===== config.mk =====
export PLATFORM = sky130hd
export DESIGN_NAME = seizure_vote
export DESIGN_NICKNAME = d
export VERILOG_FILES = /design/src/rtl/seizure_vote_pkg.sv /design/src/rtl/seizure_window_collect.sv /design/src/rtl/seizure_vote.sv
export SDC_FILE = /design/constraint.sdc
export NUM_CORES = 1
export LEC_CHECK = 0
export CAP_MARGIN = 20
export CORE_MARGIN = 2
export CORE_UTILIZATION = 57
export DETAILED_ROUTE_END_ITERATION = 8
export PLACE_DENSITY = 0.89
export SYNTH_ARGS = -nofsm -noshare
export SYNTH_HDL_FRONTEND = slang
export SYNTH_SLANG_ARGS = --single-unit

===== constraint.sdc =====
create_clock -name clk -period 4.8 [get_ports clk]
set_input_delay 0.96 -clock clk [delete_from_list [all_inputs] [get_ports clk]]
set_output_delay 0.96 -clock clk [all_outputs]
set_load 0.01 [all_outputs]

===== src/rtl/seizure_vote_pkg.sv =====
// Shared constants, state type and popcount helper for the seizure vote block.
// Imported by seizure_window_collect and seizure_vote.
package seizure_pkg;

    localparam int NUM_FEAT  = 6;
    localparam int FEAT_LL    = 0;
    localparam int FEAT_NE    = 1;
    localparam int FEAT_PS    = 2;
    localparam int FEAT_THETA = 3;
    localparam int FEAT_ALPHA = 4;
    localparam int FEAT_BETA  = 5;

    localparam int COUNT_W   = 3;
    localparam int PERSIST_W = 4;
    localparam int HOLD_W    = 8;

    typedef enum logic {
        ARMED = 1'b0,
        HOLD  = 1'b1
    } state_t;

    function automatic logic [COUNT_W-1:0] popcount(input logic [NUM_FEAT-1:0] v);
        logic [COUNT_W-1:0] c;
        c = '0;
        for (int i = 0; i < NUM_FEAT; i++) begin
            c = c + {{(COUNT_W-1){1'b0}}, v[i]};
        end
        return c;
    endfunction

endpackage


===== src/rtl/seizure_window_collect.sv =====
// Collects per-feature window results, flags completion/overrun; optional timeout (SEIZURE_VOTE_TIMEOUT_EN).
// Latency: win_done/win_count are combinational in the completion cycle; overrun/timeout_err registered.
// Backpressure: none; a repeated strobe overwrites the stored flag and raises sticky overrun.
module seizure_window_collect
    import seizure_pkg::*;
#(
    parameter logic [NUM_FEAT-1:0] FEAT_MASK = 6'b111111,
    parameter int                  TIMEOUT   = 1024
) (
    input  logic                clk,
    input  logic                rst_n,
    input  logic [NUM_FEAT-1:0] bin_vec,
    input  logic [NUM_FEAT-1:0] vld_vec,
    output logic                win_done,
    output logic [COUNT_W-1:0]  win_count,
    output logic                overrun,
    output logic                timeout_err
);

    logic [NUM_FEAT-1:0] seen_q, hit_q;
    logic [NUM_FEAT-1:0] stb, seen_nxt, hit_nxt;
    logic                expire;

    assign stb      = vld_vec & FEAT_MASK;
    assign seen_nxt = seen_q | stb;
    assign hit_nxt  = (hit_q & ~stb) | (bin_vec & stb);
    // An empty mask would otherwise complete every cycle; treat it as never complete.
    assign win_done  = (FEAT_MASK != '0) && ((seen_nxt & FEAT_MASK) == FEAT_MASK);
    assign win_count = popcount(hit_nxt & FEAT_MASK);

    always_ff @(posedge clk or negedge rst_n) begin
        if (!rst_n) begin
            seen_q  <= '0;
            hit_q   <= '0;
            overrun <= 1'b0;
        end else begin
            if (|(stb & seen_q)) begin
                overrun <= 1'b1;
            end
            if (win_done || expire) begin
                seen_q <= '0;
                hit_q  <= '0;
            end else begin
                seen_q <= seen_nxt;
                hit_q  <= hit_nxt;
            end
        end
    end

`ifdef SEIZURE_VOTE_TIMEOUT_EN
    localparam int TW = $clog2(TIMEOUT + 1);
    logic [TW-1:0] tmr_q;

    // Counter reads 1 after the first strobe, so expiry fires TIMEOUT cycles later.
    assign expire = (seen_q != '0) && !win_done && (tmr_q == TW'(TIMEOUT));

    always_ff @(posedge clk or negedge rst_n) begin
        if (!rst_n) begin
            tmr_q       <= '0;
            timeout_err <= 1'b0;
        end else begin
            timeout_err <= expire;
            if (win_done || expire) begin
                tmr_q <= '0;
            end else if (seen_nxt != '0) begin
                tmr_q <= tmr_q + 1'b1;
            end
        end
    end
`else
    assign expire      = 1'b0;
    assign timeout_err = 1'b0;
`endif

endmodule


===== src/rtl/seizure_vote.sv =====
// Per-window feature vote with persistence alarm and holdoff; optional window timeout (SEIZURE_VOTE_TIMEOUT_EN).
// Latency: vote_valid/alarm one cycle after the last strobe completing a window.
// Backpressure: none; strobes are always accepted, early repeats set sticky overrun.
module seizure_vote
    import seizure_pkg::*;
#(
    parameter int                  VOTE_K    = 4,
    parameter int                  PERSIST   = 3,
    parameter int                  HOLDOFF   = 16,
    parameter logic [NUM_FEAT-1:0] FEAT_MASK = 6'b111111,
    parameter int                  TIMEOUT   = 1024
) (
    input  logic               clk,
    input  logic               rst_n,
    input  logic               ll_binary,
    input  logic               ne_binary,
    input  logic               ps_binary,
    input  logic               theta_binary,
    input  logic               alpha_binary,
    input  logic               beta_binary,
    input  logic               ll_valid,
    input  logic               ne_valid,
    input  logic               ps_valid,
    input  logic               theta_valid,
    input  logic               alpha_valid,
    input  logic               beta_valid,
    output logic               vote_valid,
    output logic [COUNT_W-1:0] vote_count,
    output logic               window_hit,
    output logic               alarm,
    output logic               holdoff_active,
    output logic               overrun,
    output logic               timeout_err
);

    logic [NUM_FEAT-1:0] bin_vec, vld_vec;
    logic                win_done;
    logic [COUNT_W-1:0]  win_count;

    assign bin_vec = {beta_binary, alpha_binary, theta_binary, ps_binary, ne_binary, ll_binary};
    assign vld_vec = {beta_valid, alpha_valid, theta_valid, ps_valid, ne_valid, ll_valid};

    seizure_window_collect #(
        .FEAT_MASK (FEAT_MASK),
        .TIMEOUT   (TIMEOUT)
    ) u_collect (
        .clk         (clk),
        .rst_n       (rst_n),
        .bin_vec     (bin_vec),
        .vld_vec     (vld_vec),
        .win_done    (win_done),
        .win_count   (win_count),
        .overrun     (overrun),
        .timeout_err (timeout_err)
    );

    state_t                state_q, state_d;
    logic [PERSIST_W-1:0]  persist_q, persist_d;
    logic [HOLD_W-1:0]     hold_q, hold_d;
    logic                  hit_now, alarm_d;

    assign hit_now = int'(win_count) >= VOTE_K;

    always_comb begin
        state_d   = state_q;
        persist_d = persist_q;
        hold_d    = hold_q;
        alarm_d   = 1'b0;
        if (win_done) begin
            case (state_q)
                ARMED: begin
                    if (!hit_now) begin
                        persist_d = '0;
                    end else if (int'(persist_q) + 1 >= PERSIST) begin
                        alarm_d   = 1'b1;
                        persist_d = '0;
                        if (HOLDOFF != 0) begin
                            hold_d  = HOLD_W'(HOLDOFF);
                            state_d = HOLD;
                        end
                    end else begin
                        persist_d = persist_q + 1'b1;
                    end
                end
                HOLD: begin
                    hold_d = hold_q - 1'b1;
                    if (hold_q == HOLD_W'(1)) begin
                        state_d = ARMED;
                    end
                end
                default: state_d = ARMED;
            endcase
        end
    end

    always_ff @(posedge clk or negedge rst_n) begin
        if (!rst_n) begin
            state_q    <= ARMED;
            persist_q  <= '0;
            hold_q     <= '0;
            vote_valid <= 1'b0;
            vote_count <= '0;
            window_hit <= 1'b0;
            alarm      <= 1'b0;
        end else begin
            state_q    <= state_d;
            persist_q  <= persist_d;
            hold_q     <= hold_d;
            vote_valid <= win_done;
            window_hit <= win_done && hit_now;
            alarm      <= alarm_d;
            if (win_done) begin
                vote_count <= win_count;
            end
        end
    end

    assign holdoff_active = (state_q == HOLD);

endmodule


# Yosys cells after proc, flatten, opt, wreduce, memory -nomap -nowiden

Cells that the tools add are included.

Register bits after elaboration: 32
Input bits: 14
Output and inout port bits: 9
Word-level logic and storage cells: 48

Add/subtract/negate cells: 8
Order comparisons: 2
Eq/ne operators: 4
Muxes and demuxes: 13
Bitwise logic cells: 7
Reduce and logical (&&, ||, !) cells: 4

Operators by type and width:

| operator              | count |
|---|---|
| $and A6 B6 Y6         | 3 |
| $mux W8               | 2 |
| $pmux W8 S2           | 1 |
| $add A3 B1 Y3         | 4 |
| $mux W6               | 2 |
| $or A6 B6 Y6          | 2 |
| $eq A8 B1 Y1 const B  | 1 |
| $mux W4               | 2 |
| $sub A8 B1 Y8 const B | 1 |
| $eq A6 B6 Y1 const B  | 1 |
| $not A6 Y6            | 1 |
| $reduce_or A6 Y1      | 1 |
| $add A4 B1 Y5 const B | 1 |
| $ge A5 B2 Y1 const B  | 1 |
| $mux W1               | 5 |
| $add A4 B1 Y4 const B | 1 |
| $ne A2 B2 Y1 const B  | 2 |
| $ge A3 B3 Y1 const B  | 1 |
| $reduce_and A3 Y1     | 1 |
| $add A1 B1 Y2         | 1 |
| $pmux W1 S2           | 1 |
| $reduce_and A2 Y1     | 1 |
| $logic_and A1 B1 Y1   | 1 |
| $not A1 Y1            | 1 |

# Depth between registers and ports, before layout

Depth after elaboration: 12
Gate-level depth with buffers: 10
Mapped depth without buffers: 10

# Cells and area by module

From an unflattened synthesis, not the netlist that was laid out.

Cells, all modules: 144
Area, all modules: 1,634.1 um2

Modules (own cells, without submodules):

| module                 | times used | cells each | area an instance (um2) | seq. area each (um2) |
|---|---|---|---|---|
| seizure_vote           | 1          | 83         | 939.7                  | 475.5 |
| seizure_window_collect | 1          | 61         | 694.4                  | 325.3 |

# Worst setup path before layout

No wires, ideal clock.

Path type: input -> register
From: input ne_valid
To: register hold_q[2]
Setup time: 0.126 ns
Data arrival time: 3.731 ns
Data required time: 4.674 ns
Path slack: 0.943 ns
Cell stages on the path: 9
Buffers on the path: 0
Cell sequence: mux2_2 > ha_1 > fa_1 > inv_1 > fa_1 > fa_1 > a211oi_1 > o31ai_4 > a221o_1

Longest elaborated chain between the ends: 11
Elaborated cells between the ends (all ways): 14
Those cells by class: 5 x add/sub; 1 x order compare; 2 x eq/ne; 5 x bitwise; 1 x reduce/logical

RTL lines:

| element                              | line                         | RTL |
|---|---|---|
| start: declaration                   | seizure_vote.sv:22           | `input logic ne_valid,` |
| $not A6 Y6                           | seizure_window_collect.sv:26 | `assign hit_nxt = (hit_q & ~stb) \| (bin_vec & stb);` |
| $and A6 B6 Y6                        | seizure_window_collect.sv:26 |  |
| $or A6 B6 Y6                         | seizure_window_collect.sv:26 |  |
| $add A1 B1 Y2                        | seizure_vote_pkg.sv:26       | `c = c + {{(COUNT_W-1){1'b0}}, v[i]};` |
| $add A3 B1 Y3 (4 in series)          | seizure_vote_pkg.sv:26       |  |
| $ge A3 B3 Y1                         | seizure_vote.sv:62           | `assign hit_now = int'(win_count) >= VOTE_K;` |
| $ne A2 B2 Y1 (no source line)        | n/a                          |  |
| $reduce_and A3 Y1 (no source line) * | n/a                          |  |
| end signal: assignment               | seizure_vote.sv:108          | `hold_q <= hold_d;` |
| end: declaration                     | seizure_vote.sv:59           | `logic [HOLD_W-1:0] hold_q, hold_d;` |

Mark *: on every way between the ends. The rest lies on a longest branch, timed or not.
A chain may end at the register's enable or synchronous reset.

# Worst setup path after layout

Ends and elaborated chain as after synthesis.

==> results.sh <==
export IMPL_clockRootBuffer="clkbuf_4"
export IMPL_die_width_um=56.7
export IMPL_clk_latency_ps=340
export IMPL_yosys_warnings=0
export IMPL_syn_inst=147
export IMPL_power_density_nw_per_um2=600
export IMPL_firstDrtPassIters=4
export IMPL_relSlewSlack_pct=56.8
export IMPL_critPathMaxStageDelay_ps=530
export IMPL_regArea_um2=801
export IMPL_syn_avg_cell_area_um2=10.8
export IMPL_antenna_found_initial=0
export IMPL_path_cells="clkdlybuf4s50_1, mux2_2, ha_1, fa_1, inv_1, fa_1, fa_1, a211oi_1, o31ai_4, a221o_1"
export IMPL_synthArstFlopShare_pct=100
export IMPL_startpoint="ne_valid"
export IMPL_cts_resized=0
export IMPL_layout_min_cycle_time_ps=4230
export IMPL_yosys_register_bits=32
export IMPL_ys_flop_type="dfrtp_1"
export IMPL_outcome="completed"
export IMPL_crit_buf_inv=2
export IMPL_drtIter0Drc=50
export IMPL_routabilityCongestion=0.757
export IMPL_worst_path_most_repeated_cell="fa_1"
export IMPL_die_h_um=56.7
export IMPL_layout_commonest_cell="dfrtp_1"
export IMPL_grt_pass1_vias=1228
export IMPL_ff2ff_setup_slack_ps=1440
export IMPL_cts_tree="yes"
export IMPL_multiInputGateArea_um2=707
export IMPL_hpwlAfterDp_um=2360
export IMPL_postCtsSetupRepairBufs=0
export IMPL_dieArea_um2=3220
export IMPL_drt_wl_total_um=3190
export IMPL_clk_pin_slew_worst_paths_ps=100
export IMPL_track_usage_pct=23.5
export IMPL_fillerInstances=193
export IMPL_holdWs_ps=498
export IMPL_fin_setup_tns_ps=0
export IMPL_cts_made_buffers=5
export IMPL_grt_max_degree=33
export IMPL_seq_area_frac_synth_pct=50.5
export IMPL_cts_buffer_depth=2
export IMPL_required_ps=5030
export IMPL_synth_edf_count=0
export IMPL_io_pins=23
export IMPL_coreArea_um2=2690
export IMPL_crit_type="input port to register"
export IMPL_r2r_cells=9
export IMPL_cp_endpoint="hold_q[2]"
export IMPL_crit_family="adder cells"
export IMPL_start_util_pct=59.0
export IMPL_cts_sinks=32
export IMPL_syn_num_nets=169
export IMPL_syn_area_um2=1590
export IMPL_maxCapViolations=0
export IMPL_vias=1184
export IMPL_layout_drive_gt1_share_pct=9.94
export IMPL_min_path_type="register to register"
export IMPL_fin_skew_ps=11.5
export IMPL_gr_total_overflow=0
export IMPL_p_leak_nw=0.833
export IMPL_fmax_ghz=0.237
export IMPL_critPathCaptureType="register"
export IMPL_ir_worst_vdd_mv=0.432
export IMPL_crit_path_top_delay_cell="clkdlybuf4s50_1"
export IMPL_synthDistinctLibCells=40
export IMPL_hold_viol_final=0
export IMPL_port_buffers=21
export IMPL_route_detailed_drc=0
export IMPL_worstReg2RegStart="u_collect.hit_q[1]"
export IMPL_viasPerCell=5.86
export IMPL_worst_slew_pin_slew_ps=642
export IMPL_rsz0062_at_grt="no"
export IMPL_area_growth_pct=17.8
export IMPL_cp_start_kind="input port"
export IMPL_crit_fanout=8
export IMPL_final_cell_mix="32 x dfrtp_1, 21 x clkdlybuf4s50_1, 19 x nor2_1, 9 x inv_1, 8 x o21ai_0"
export IMPL_grt_pass1_wl_um=5670
export IMPL_routedWlPerCell_um=15.8
export IMPL_htree_levels=2
export IMPL_drv_slew=0
export IMPL_postCtsHoldBufs=0
export IMPL_rows=19
export IMPL_ant_nets=0
export IMPL_min_from="vote_count[2]"
export IMPL_period_share_pct=88.1
export IMPL_nets=192
export IMPL_antenna_cells=0
export IMPL_arrival_ps=4460
export IMPL_crit_cells=10
export IMPL_r2r_end="hold_q[2]"
export IMPL_setup_violations=0
==> stage by stage <==
stage	cells	worst slack (ps)	power (mW)	instance area, µm²	utilization, %
3_3_place_gp	194	289	0.915	1810	67.3
2_1_floorplan	147	943	0.802	1590	-
6_report	202	573	1.12	1870	69.5
4_1_cts	202	579	1.12	1870	69.5
5_1_grt	202	497	1.21	1870	69.5
3_5_place_dp	194	197	0.956	1810	67.3
==> synthesized netlist by cell type, drive strengths merged, types with 3 or more instances <==
library cell,count,area [µm²]
a21oi,3,15.0
a22o,6,52.6
and2,7,43.8
buf,3,23.8
clkbuf,3,11.3
dfrtp,32,801
fa,3,60.1
ha,5,62.6
inv,9,33.8
mux2,5,56.3
nand2,5,18.8
nor2,19,71.3
nor2b,3,18.8
o21ai,8,40.0
o22ai,3,18.8
o41ai,3,26.3
or3,3,18.8
==> worst min path at each step <==
stage | cells past startpoint | slack (ps) | endpoint
CTS | 1 | 500 | vote_count[2]
global placement | 1 | 470 | vote_count[2]
detailed placement | 1 | 470 | vote_count[2]
floorplan | 1 | 470 | persist_q[2]
finish | 1 | 500 | vote_count[2]
global route | 2 | 520 | u_collect.overrun
==> sequential cells by signal, indices dropped and copies added (netlist names), 3 cells and up <==
register          cells
vote_count            3
u_collect.hit_q       6
u_collect.seen_q      6
hold_q                8
persist_q             4
==> final cells by class <==
type	count	area share, %
clock buffers	6	2.75
clock inverters	2	0.536
well taps	31	2.08
repair buffers	22	11.7
inverters	10	2.28
multi-input cells	99	37.8
flip-flops and latches	32	42.9
==> logic make-up (layout without fill, tap and decap cells) <==
kind of cell | Yosys count | after routing | synth area share, %
muxes | 7 | 7 | 4.81
buffers and inverters | 16 | 40 | 4.89
AOI/OAI and AO/OA | 36 | 36 | 17.2
adders and majority gates | 8 | 8 | 7.73
other | 1 | 1 | 0.237
and+or+nand+nor | 47 | 47 | 14.6
DFF | 32 | 32 | 50.5
==> routing by layer <==
metal	vias up	part of all wire, %	track usage [%]
met1	589	43	28.6
met4	0	2.0	10.6
met5	-	0	0
met3	9	4.0	8.76
li1	563	-	-
met2	23	51	37.0
==> report_power, final <==
part	internal, mW	switching [mW]	total [mW]
clock	0.0696	0.0947	0.164
combinational	0.223	0.253	0.476
sequential	0.376	0.105	0.481
No activity file was read; power rests on OpenSTA's default activity.
